**config.mk**
```make
export PLATFORM = sky130hd
export DESIGN_NAME = imem_boot_loader
export DESIGN_NICKNAME = d
export VERILOG_FILES = /design/src/rtl/imem_boot_loader.sv
export SDC_FILE = /design/constraint.sdc
export NUM_CORES = 1
export LEC_CHECK = 0
export ABC_AREA = 0
export ABC_CLOCK_PERIOD_IN_PS = 3300
export CAP_MARGIN = 20
export CORE_MARGIN = 8
export CORE_UTILIZATION = 30
export CTS_BUF_LIST = sky130_fd_sc_hd__clkbuf_2 sky130_fd_sc_hd__clkbuf_4 sky130_fd_sc_hd__clkbuf_8
export DETAILED_ROUTE_END_ITERATION = 10
export HOLD_SLACK_MARGIN = 0.02
export PLACE_DENSITY = 0.57
export RECOVER_POWER = 25
export SLEW_MARGIN = 20
export SYNTH_ARGS = -nofsm -noshare
export SYNTH_HDL_FRONTEND = slang
export SYNTH_SLANG_ARGS = --single-unit
export TNS_END_PERCENT = 1
```
**constraint.sdc**
```tcl
create_clock -name Clk -period 3.3 [get_ports Clk]
set_input_delay 0.66 -clock Clk [delete_from_list [all_inputs] [get_ports Clk]]
set_output_delay 0.66 -clock Clk [all_outputs]
set_load 0.02 [all_outputs]
```
**src/rtl/imem_boot_loader.sv**
```systemverilog
// Boot loader: assembles a length-prefixed little-endian byte stream into 32-bit
// words, writes them into instruction memory, then releases the core from reset.
module imem_boot_loader #(
  parameter int unsigned MAX_WORDS = 4096,
  parameter int unsigned IDX_W     = 13
) (
  input  logic        Clk,
  input  logic        Reset,
  input  logic        byte_valid,
  input  logic [7:0]  byte_data,
  output logic        byte_ready,
  output logic [31:0] imem_waddress,
  output logic [31:0] imem_datain,
  output logic        imem_wr,
  output logic        cpu_reset,
  output logic        boot_done,
  output logic        boot_error
);

  typedef enum logic [2:0] {
    IDLE,
    LEN,
    LOAD,
    WRITE,
    DONE,
    ERROR
  } bootState_t;

  bootState_t       state;
  bootState_t       nextState;
  logic [1:0]       byteCnt;
  logic [IDX_W-1:0] wordIdx;
  logic [31:0]      header;
  logic [31:0]      asmReg;

  logic             accept;
  logic [31:0]      headerNext;
  logic [31:0]      wordNext;
  logic [31:0]      idxPlusOne;
  logic [31:0]      addrNext;

  // Header is compared at full 32-bit width so huge counts cannot alias small ones.
  always_comb begin
    headerNext = {byte_data, header[31:8]};
    wordNext   = {byte_data, asmReg[31:8]};
    idxPlusOne = '0;
    idxPlusOne[IDX_W-1:0] = wordIdx;
    idxPlusOne = idxPlusOne + 32'd1;
    addrNext   = '0;
    addrNext[IDX_W+1:0] = {wordIdx, 2'b00};
  end

  always_ff @(posedge Clk) begin
    if (!Reset) begin
      state <= IDLE;
    end else begin
      state <= nextState;
    end
  end

  always_comb begin
    nextState  = state;
    byte_ready = 1'b0;
    imem_wr    = 1'b0;
    cpu_reset  = 1'b1;
    boot_done  = 1'b0;
    boot_error = 1'b0;
    accept     = 1'b0;
    case (state)
      IDLE: nextState = LEN;
      LEN: begin
        byte_ready = 1'b1;
        accept     = byte_valid;
        if (accept && byteCnt == 2'd3) begin
          if (headerNext == 32'd0) begin
            nextState = DONE;
          end else if (headerNext > 32'(MAX_WORDS)) begin
            nextState = ERROR;
          end else begin
            nextState = LOAD;
          end
        end
      end
      LOAD: begin
        byte_ready = 1'b1;
        accept     = byte_valid;
        if (accept && byteCnt == 2'd3) begin
          nextState = WRITE;
        end
      end
      WRITE: begin
        imem_wr   = 1'b1;
        nextState = (idxPlusOne == header) ? DONE : LOAD;
      end
      DONE: begin
        cpu_reset = 1'b0;
        boot_done = 1'b1;
      end
      ERROR: begin
        boot_error = 1'b1;
      end
      default: nextState = IDLE;
    endcase
  end

  always_ff @(posedge Clk) begin
    if (!Reset) begin
      byteCnt       <= '0;
      wordIdx       <= '0;
      header        <= '0;
      asmReg        <= '0;
      imem_waddress <= '0;
      imem_datain   <= '0;
    end else begin
      case (state)
        LEN: begin
          if (accept) begin
            header  <= headerNext;
            byteCnt <= byteCnt + 2'd1;
          end
        end
        LOAD: begin
          if (accept) begin
            asmReg  <= wordNext;
            byteCnt <= byteCnt + 2'd1;
            // Address/data latched with the last byte so they hold steady through WRITE.
            if (byteCnt == 2'd3) begin
              imem_datain   <= wordNext;
              imem_waddress <= addrNext;
            end
          end
        end
        WRITE: begin
          byteCnt <= '0;
          if (nextState == LOAD) begin
            wordIdx <= wordIdx + IDX_W'(1);
          end
        end
        default: ;
      endcase
    end
  end

endmodule

```
# Yosys cells after proc, flatten, opt, wreduce, memory -nomap -nowiden
# Index checks and enable logic that the tools add are counted.
# W data, S select, Z words.
[classes]
add_sub_neg = 3
n_reduce_logical = 11
order_cmp = 1
mux = 14
n_eq_ne = 9
[ops]
columns = ["op", "count"]
rows = [
  ["$eq A14 B32 Y1", 1],
  ["$gt A32 B13 Y1 const B", 1],
  ["$logic_not A32 Y1", 1],
  ["$mux W3", 5],
  ["$pmux W3 S5", 1],
  ["$add A13 B1 Y14 const B", 1],
  ["$add A13 B1 Y13 const B", 1],
  ["$eq A3 B2 Y1 const B", 3],
  ["$reduce_and A2 Y1", 4],
  ["$eq A3 B3 Y1 const B", 2],
  ["$mux W1", 6],
  ["$pmux W2 S2", 1],
  ["$reduce_or A2 Y1", 2],
  ["$eq A3 B1 Y1 const B", 1],
  ["$logic_not A3 Y1", 1],
  ["$reduce_and A3 Y1", 1],
  ["$add A2 B1 Y2 const B", 1],
  ["$eq A2 B2 Y1 const B", 1],
  ["$mux W2", 1],
  ["$ne A2 B1 Y1 const B", 1],
  ["$reduce_bool A2 Y1", 1],
  ["$logic_and A1 B1 Y1", 1],
]
[word_totals]
register_bits = 127
in_bits = 11
output_inout_bits = 69

# Depth between registers and ports, before layout
# Gate-level depths: netlist of the first run.
[depth]
word_depth = 7
depth_mapped = 12
ltp_nobuf = 9

# Worst setup path before layout of the first run
# Ideal clock, no wire load.
[synth_timing]
kind = "register -> register"
startpoint = "reg wordIdx[1]"
endpoint = "reg wordIdx[8]"
t_arrival_ns = 2.330
path_buffers = 2
setup_slack_ns = 0.902
synth_period_minus_slack_ns = 2.398
path_stages_with_launch = 12
cell_sequence = "dfxtp_1 -> ha_1 -> and3_4 -> nand2_2 -> or4b_4 -> a21oi_2 -> a211oi_2 -> o21ai_2 -> buf_6 -> buf_8 -> o21ai_1 -> a21oi_2"
[synth_via]
elab_chain_cells = 6
[synth_rtl]
columns = ["item", "line_no", "text"]
rows = [
  ["start: declaration", "32", "logic [IDX_W-1:0] wordIdx;"],
  ["start signal: assignment", "136", "wordIdx <= wordIdx + IDX_W'(1);"],
  ["$add A13 B1 Y14", "48", "idxPlusOne = idxPlusOne + 32'd1;"],
  ["$eq A14 B32 Y1", "93", "nextState = (idxPlusOne == header) ? DONE : LOAD;"],
  ["$mux W3", "93", ""],
  ["$pmux W3 S5", "69", "case (state)"],
  ["$eq A3 B2 Y1", "135", "if (nextState == LOAD) begin"],
  ["$reduce_and A2 Y1 (no line)", "--", ""],
]
# Several ways; a longest one is shown, not always the timed one.
# A chain may end at the register's enable or synchronous reset.

# Final worst setup path of the first run
[layout_timing]
startpoint = "reg wordIdx[0]"
endpoint = "reg wordIdx[5]"
# The elaborated chain is that of the path after synthesis.

==> results of run 1 <==
[stage by stage]
stage | hold slack (ns) | setup WS, ns | cells
after detailed placement | 0.447 | 0.541 | 892
final | 0.453 | 0.445 | 924
after floorplan | 0.432 | 0.902 | 659
after global placement | 0.440 | 0.582 | 892
after CTS | 0.457 | 0.537 | 924
after global routing | 0.470 | 0.112 | 924
[worst min-delay path by stage]
stage                              start  cells past startpoint  slack [ns]        endpoint
after global placement        asmReg[10]                      2        0.44  imem_datain[2]
after detailed placement  imem_datain[0]                      2        0.45  imem_datain[0]
final                         asmReg[10]                      2        0.45  imem_datain[2]
after floorplan                asmReg[8]                      2        0.43  imem_datain[0]
after CTS                 imem_datain[0]                      2        0.46  imem_datain[0]
after global routing           asmReg[9]                      2        0.47  imem_datain[1]
[cell families (layout without fill, tap and decap cells)]
logic type	Yosys count	after routing	share of synthesized area, %
flops	119	119	47.8
compound gates	137	137	14.7
simple gates	294	294	25.9
other cells	1	19	0.0752
xor+xnor	23	23	4.04
fa+ha+maj	2	2	0.502
mux	1	1	0.201
buf+inv	64	109	6.82
[critical path, delay by kind of cell, from the launching register on]
family | cells | cell delay (ns)
compound gates | 3 | 0.83
xor+xnor | 1 | 0.17
fa+ha+maj | 1 | 0.34
buf+inv | 1 | 0.26
flops | 1 | 0.46
simple gates | 4 | 0.68
[layout by cell type, fill, tap and decap left out, types with 7 or more instances in the layout]
master / instances
nand3_1: 9
xor2_1: 7
clkbuf_8: 19
or3_1: 9
buf_4: 9
clkdlybuf4s50_1: 58
a21oi_1: 111
conb_1: 19
nor4_1: 7
dfxtp_1: 119
nand2_1: 215
xnor2_1: 16
nor2_1: 11
[cell type report]
type	instances	area, sq um	area share [%]
tap	220	275	4.49
multi-input combinational	476	2330	38.0
clock buffer	21	277	4.51
inverter	4	16.3	0.265
timing repair buffer	73	701	11.4
clock inverter	11	148	2.41
sequential	119	2380	38.9
[report_power, final]
part | switching (mW) | internal (mW) | leakage [nW]
Clock | 0.599 | 0.804 | 0.205
Combinational | 0.0809 | 0.0311 | 0.838
Sequential | 0.00856 | 1.44 | 0.960
Total | 0.689 | 2.28 | 2.00
[cells in the mapped netlist, drive strengths merged]
master	count	area share, %
nand2	216	16
dfxtp	119	48
a21oi	114	12
clkbuf	34	2.6
buf	26	3.9
xnor2	16	2.8
o21ai	13	1.4
nor2	11	0.83
nand3	10	1.1
or3	9	1.1
nor4	7	0.88
xor2	7	1.2
nand2b	6	0.75
nor3	6	0.60
nand4	5	0.63
or4	5	0.75
and3	4	0.63
or2	4	0.50
and2	3	0.38
inv	3	0.23
a41oi	2	0.35
ha	2	0.50
nor2b	2	0.25
o31ai	2	0.30
a2111oi	1	0.18
a211oi	1	0.25
a311oi	1	0.18
a31oi	1	0.13
and3b	1	0.18
and4	1	0.18
clkinv	1	0.075
conb	1	0.075
mux2i	1	0.20
nand3b	1	0.15
nor3b	1	0.15
nor4bb	1	0.20
o211ai	1	0.15
o21bai	1	0.15
or4b	1	0.28
[per-layer routing]
metal / vias to the layer above / part of all wire, % / track usage [%]
met5: - / 0.080 / 0
met4: 2 / 1.7 / 5.16
met3: 18 / 3.5 / 3.11
met2: 70 / 46 / 18.9
met1: 1953 / 49 / 16.0
li1: 2194 / - / -
[registers in the layout, indices dropped and copies added (netlist names)]
name           count
state              3
wordIdx           13
imem_waddress     13
imem_datain       32
byteCnt            2
asmReg            24
header            32
==> summary.txt, run 1 <==
Yosys
  – Post-synthesis average cell area: 7.78 sq um
  – Yosys reg bits: 119
  – Synth cell types: 51
  – Post-Syn Instances: 641
  – Register area share after synthesis: 47.8%
  – Synthesis Warnings: 0
  – Mapped cell area: 0.00499 sq mm

Critical path
  – Slowest-stage cell, CP: dfxtp_1
  – Reg2Reg Capture Point: wordIdx[5]
  – Reg2reg path depth: 10
  – CP startpoint: wordIdx[0]
  – Critical path cell sequence: ha_1 > and3_4 > nand3_1 > xnor2_1 > a2111oi_0 > nand4_1 > o21ai_2 > buf_4 > nor4_1 > o21bai_1
  – Critical path capture point: wordIdx[5]
  – Worst R2R Start: wordIdx[0]
  – R2r setup slk: 0.45 ns
  – Slowest cell delay on critical path: 0.46 ns
  – Critical Path Fanout Max: 25
  – Setup CP Type: flop to flop
  – Critical Path RT: 3.62 ns
  – CP startpoint kind: flop
  – Worst EP arrival: 3.18 ns
  – Endpoint type of the worst setup path: flop

Hold path
  – Worst hold path class: flop to flop

Pwr
  – Peak supply drop: 0.000250 V
  – Power Density: 484 mW/mm^2
  – Tot Pwr: 2.97 mW
  – Leakage: 2.00 nW

Route
  – Antenna Violating Nets Remaining: 0
  – DR WL/cell: 13.6 um
  – Iter 0 DRT Violations: 290
  – First drt pass iteration count: 4
  – Detailed Route WL: 12500 um
  – Vias post-DR: 4237
  – Residual DRC count: 0
  – Via-to-Cell Ratio: 4.59

Clock network
  – Post-CTS Setup Bufs: 0
  – CTS tree: done
  – Clock latency on the worst-skew pair: 0.44 ns
  – Hold buffers post-CTS: 0
  – H-Tree Depth: 4
  – TritonCTS Buffers: 17
  – Clock transition at path regs: 0.07 ns
  – Post-CTS sizing: 0
  – Clock Tree Root: clkbuf_8
  – Clock buffer depth: 2
  – CTS Sinks: 119

GRT
  – Initial antenna violation count: 1
  – Total GRT Usage: 12.3%
  – Largest net degree at the start of global routing: 85
  – Vias in the first global route: 4030
  – Global-route wire length before repair: 21500 um
  – Final global-route overflow total: 0

Cells and area
  – Layout cells sized above 1: 8.10%
  – Finished Cell Area: 0.00613 sq mm
  – Post-layout util: 37.4%
  – Area delta synth->final: 22.9%
  – Fin nets: 704
  – Filler Cell Count: 1737
  – Diodes inserted: 0

Timing
  – Worst Max-Slew Pin Slew: 1.78 ns
  – Final hold violations: 0
  – Rel. slew slack: -18.4%
  – Setup tns final: 0 ns
  – Worst Skew: 0.0105 ns
  – RSZ-0062 raised after global routing: false
  – F_max: 350 MHz
  – Setup violators final: 0
  – Final clock period utilization by the worst path: 86.5%
  – Max Transition Viols Final: 85
  – Minimum clock period: 2.85 ns

Die
  – Chip Width: 145 um
  – Core area: 0.0164 sq mm
  – I/O Pins: 80
  – Initial Util: 30.4%
  – # rows: 47
  – Die height: 145 um
  – Die area: 0.0210 sq mm

Place
  – Input/output buffers: 60
  – GPL Wtd Cong: 0.783
  – HPWL after DPL: 8570 um
  – DP Area: 0.00573 sq mm

Job
  – Max-Cap Viols: 1

Outcome
  – Failing checks: max-capacitance violations, max-slew violations
  – Status: finished with violations
No activity file was read; power rests on OpenSTA's default activity.
==> inputs of run 2 (changes only) <==
Settings changed: ABC_AREA 0 to 1, GPL_ROUTABILITY_DRIVEN from default to 0, PLACE_DENSITY 0.57 to 0.56.
==> run 2 against run 1 <==
Compared with the run above:
- the run now ends clean
- non-clock buffer count is 4 lower
- maximum frequency is 7.2% higher
- total power is 4.0% higher
- highest routed layer is now met4
==> summary.txt, run 2 <==
Outcome
  – Status: completed

Cells and area
  – Diodes inserted: 0
  – Finished Cell Area: 0.00637 sq mm
  – Layout Cells excl Fill: 1020
  – Area delta synth->final: 21.8%
  – Most common cell after layout, fill and taps aside: nand2_1
  – Filler Cell Count: 1851
  – Commonest cells after routing, fill and taps aside: nand2_1 (172), dfxtp_1 (119), a21oi_1 (98)
  – Top flop regs: header (32), imem_datain (32), asmReg (24)
  – Fin nets: 796
  – Layout cells sized above 1: 6.92%

Yosys
  – Yosys reg bits: 119
  – Yosys top cell by area: dfxtp_1
  – Synthesis Warnings: 0
  – Largest cells by area after synthesis: dfxtp_1 (46%), nand2_1 (12%), a21oi_1 (9.4%), nand3_1 (8.4%), nor2_1 (6.5%)
  – Mapped cell area: 0.00523 sq mm
  – Async set-or-reset flop fraction in the synthesized netlist: 0%
  – Post-Syn Instances: 738
  – Most frequent cell after synthesis: nand2_1
  – Register area share after synthesis: 45.5%
  – Synth cell types: 33
  – Dominant synthesized flop cell: dfxtp_1
  – Post-synthesis average cell area: 7.09 sq um
  – Number of flops mapped to enable cells by yosys: 0
  – Synth cell count leaders: nand2_1 (172), dfxtp_1 (119), a21oi_1 (98)
  – Synth top area share: 45.5%

Job
  – Max-Cap Viols: 0

Critical path
  – Reg2reg path depth: 7
  – Worst R2R Start: state[1]
  – Setup CP Type: flop to primary output
  – Reg2Reg Capture Point: imem_waddress[12]
  – CP startpoint: state[2]
  – Critical Path Fanout Max: 5
  – Worst EP arrival: 2.00 ns
  – Critical Path RT: 2.64 ns
  – CP startpoint kind: flop
  – Endpoint type of the worst setup path: primary output
  – R2r setup slk: 0.93 ns

Route
  – DR WL/cell: 13.5 um
  – Iter 0 DRT Violations: 370
  – Met2 WL: 5920 um
  – First drt pass iteration count: 5
  – Antenna Violating Nets Remaining: 0
  – Met1 WL: 6900 um
  – Vias post-DR: 4708
  – Detailed Route WL: 13800 um
  – Residual DRC count: 0
  – Via-to-Cell Ratio: 4.62
  – Top layer in use: met4
  – Routed met3 length: 754 um

Clock network
  – Clock buffer depth: 2
  – Clock transition at path regs: 0.07 ns
  – CTS Sinks: 119
  – Post-CTS sizing: 0
  – Hold buffers post-CTS: 0
  – H-Tree Depth: 4
  – CTS tree: done
  – TritonCTS Buffers: 17
  – Clock Tree Root: clkbuf_8
  – Post-CTS Setup Bufs: 0
  – Clock latency on the worst-skew pair: 0.44 ns

Die
  – Chip Width: 148 um
  – I/O Pins: 80
  – Core area: 0.0172 sq mm
  – Die height: 148 um
  – Die area: 0.0219 sq mm
  – # rows: 48
  – Initial Util: 30.5%

GRT
  – Total GRT Usage: 12.7%
  – Largest net degree at the start of global routing: 70
  – Vias in the first global route: 4279
  – Global-route wire length before repair: 22300 um
  – Final global-route overflow total: 0
  – Initial antenna violation count: 0

Timing
  – Final clock period utilization by the worst path: 80.7%
  – RSZ-0062 raised after global routing: false
  – Worst Skew: 0.0108 ns
  – Max Transition Viols Final: 0
  – F_max: 376 MHz
  – Minimum clock period: 2.66 ns
  – Final hold violations: 0
  – Worst Max-Slew Pin Slew: 1.29 ns
  – Rel. slew slack: 13.9%
  – Setup violators final: 0
  – Setup slack after layout: 0.637 ns
  – Setup tns final: 0 ns

Place
  – DP Area: 0.00596 sq mm
  – Input/output buffers: 60
  – Setup slack at placement: 0.807 ns
  – HPWL after DPL: 9380 um
  – # placed instances: 989

Pwr
  – Power Density: 485 mW/mm^2
  – Tot Pwr: 3.09 mW
  – Leakage: 2.30 nW
  – Int Power: 2.36 mW
  – Sequential share of power: 48.2%
  – Switching Fraction: 23.5%
  – Clk pwr share: 45.6%
  – Psw: 0.725 mW
  – Combinational share of power: 6.2%
  – Peak supply drop: 0.000254 V

Hold path
  – Hold depth: 2
  – Hold Crit Start: imem_waddress[6]
  – Worst hold path class: flop to flop
  – Worst Hold End: imem_waddress[6]
## run 2: logic make-up after synthesis
group,synth area share [%]
AO/OA/AOI/OAI,13.2
buffers and inverters,8.80
adder cells (fa/ha/maj),0.478
other,0.0717
flip-flops,45.5
AND/OR/NAND/NOR,31.0
XOR/XNOR,0.933
## run 2: final cells by class
cell class / instances / area [sq um] / area share, %
multi-input combinational: 537 / 2460 / 38.7
clock buffer: 23 / 304 / 4.77
timing repair buffer: 69 / 674 / 10.6
inverter: 39 / 146 / 2.30
sequential: 119 / 2380 / 37.4
clock inverter: 8 / 120 / 1.88
tap: 225 / 282 / 4.42
## run 2: stage by stage
stage | utilization (%) | hold WS [ns]
global placement | 34.7 | 0.449
CTS | 37.2 | 0.463
global route | 37.1 | 0.478
floorplan | - | 0.442
detailed placement | 34.7 | 0.453
finish | 37.1 | 0.459
## run 2: layer usage
layer	global-route usage (%)	vias up
met5	0	-
met4	5.66	0
met3	3.68	10
met2	18.1	86
met1	17.2	2143
li1	-	2469
## run 2: worst max-delay path by stage
stage | endpoint | slack, ns
2_1_floorplan | state[1] | 1.31
3_3_place_gp | state[0] | 0.80
3_5_place_dp | header[8] | 0.81
4_1_cts | boot_done | 0.62
5_1_grt | imem_waddress[12] | 0.48
6_report | boot_done | 0.64
## run 2: critical path: stages, from the launching register on
cell and delay, ns:
dfxtp_1 0.42, inv_1 0.12, nor3_1 0.34, clkdlybuf4s50_1 0.69
## run 2: power by group through the flow
stage	Sequential (mW)	Clock, mW	Combinational [mW]
floorplan	1.51	0	0.153
global placement	1.52	0	0.191
detailed placement	1.52	0	0.192
CTS	1.49	1.44	0.192
global route	1.49	1.52	0.215
finish	1.49	1.41	0.190
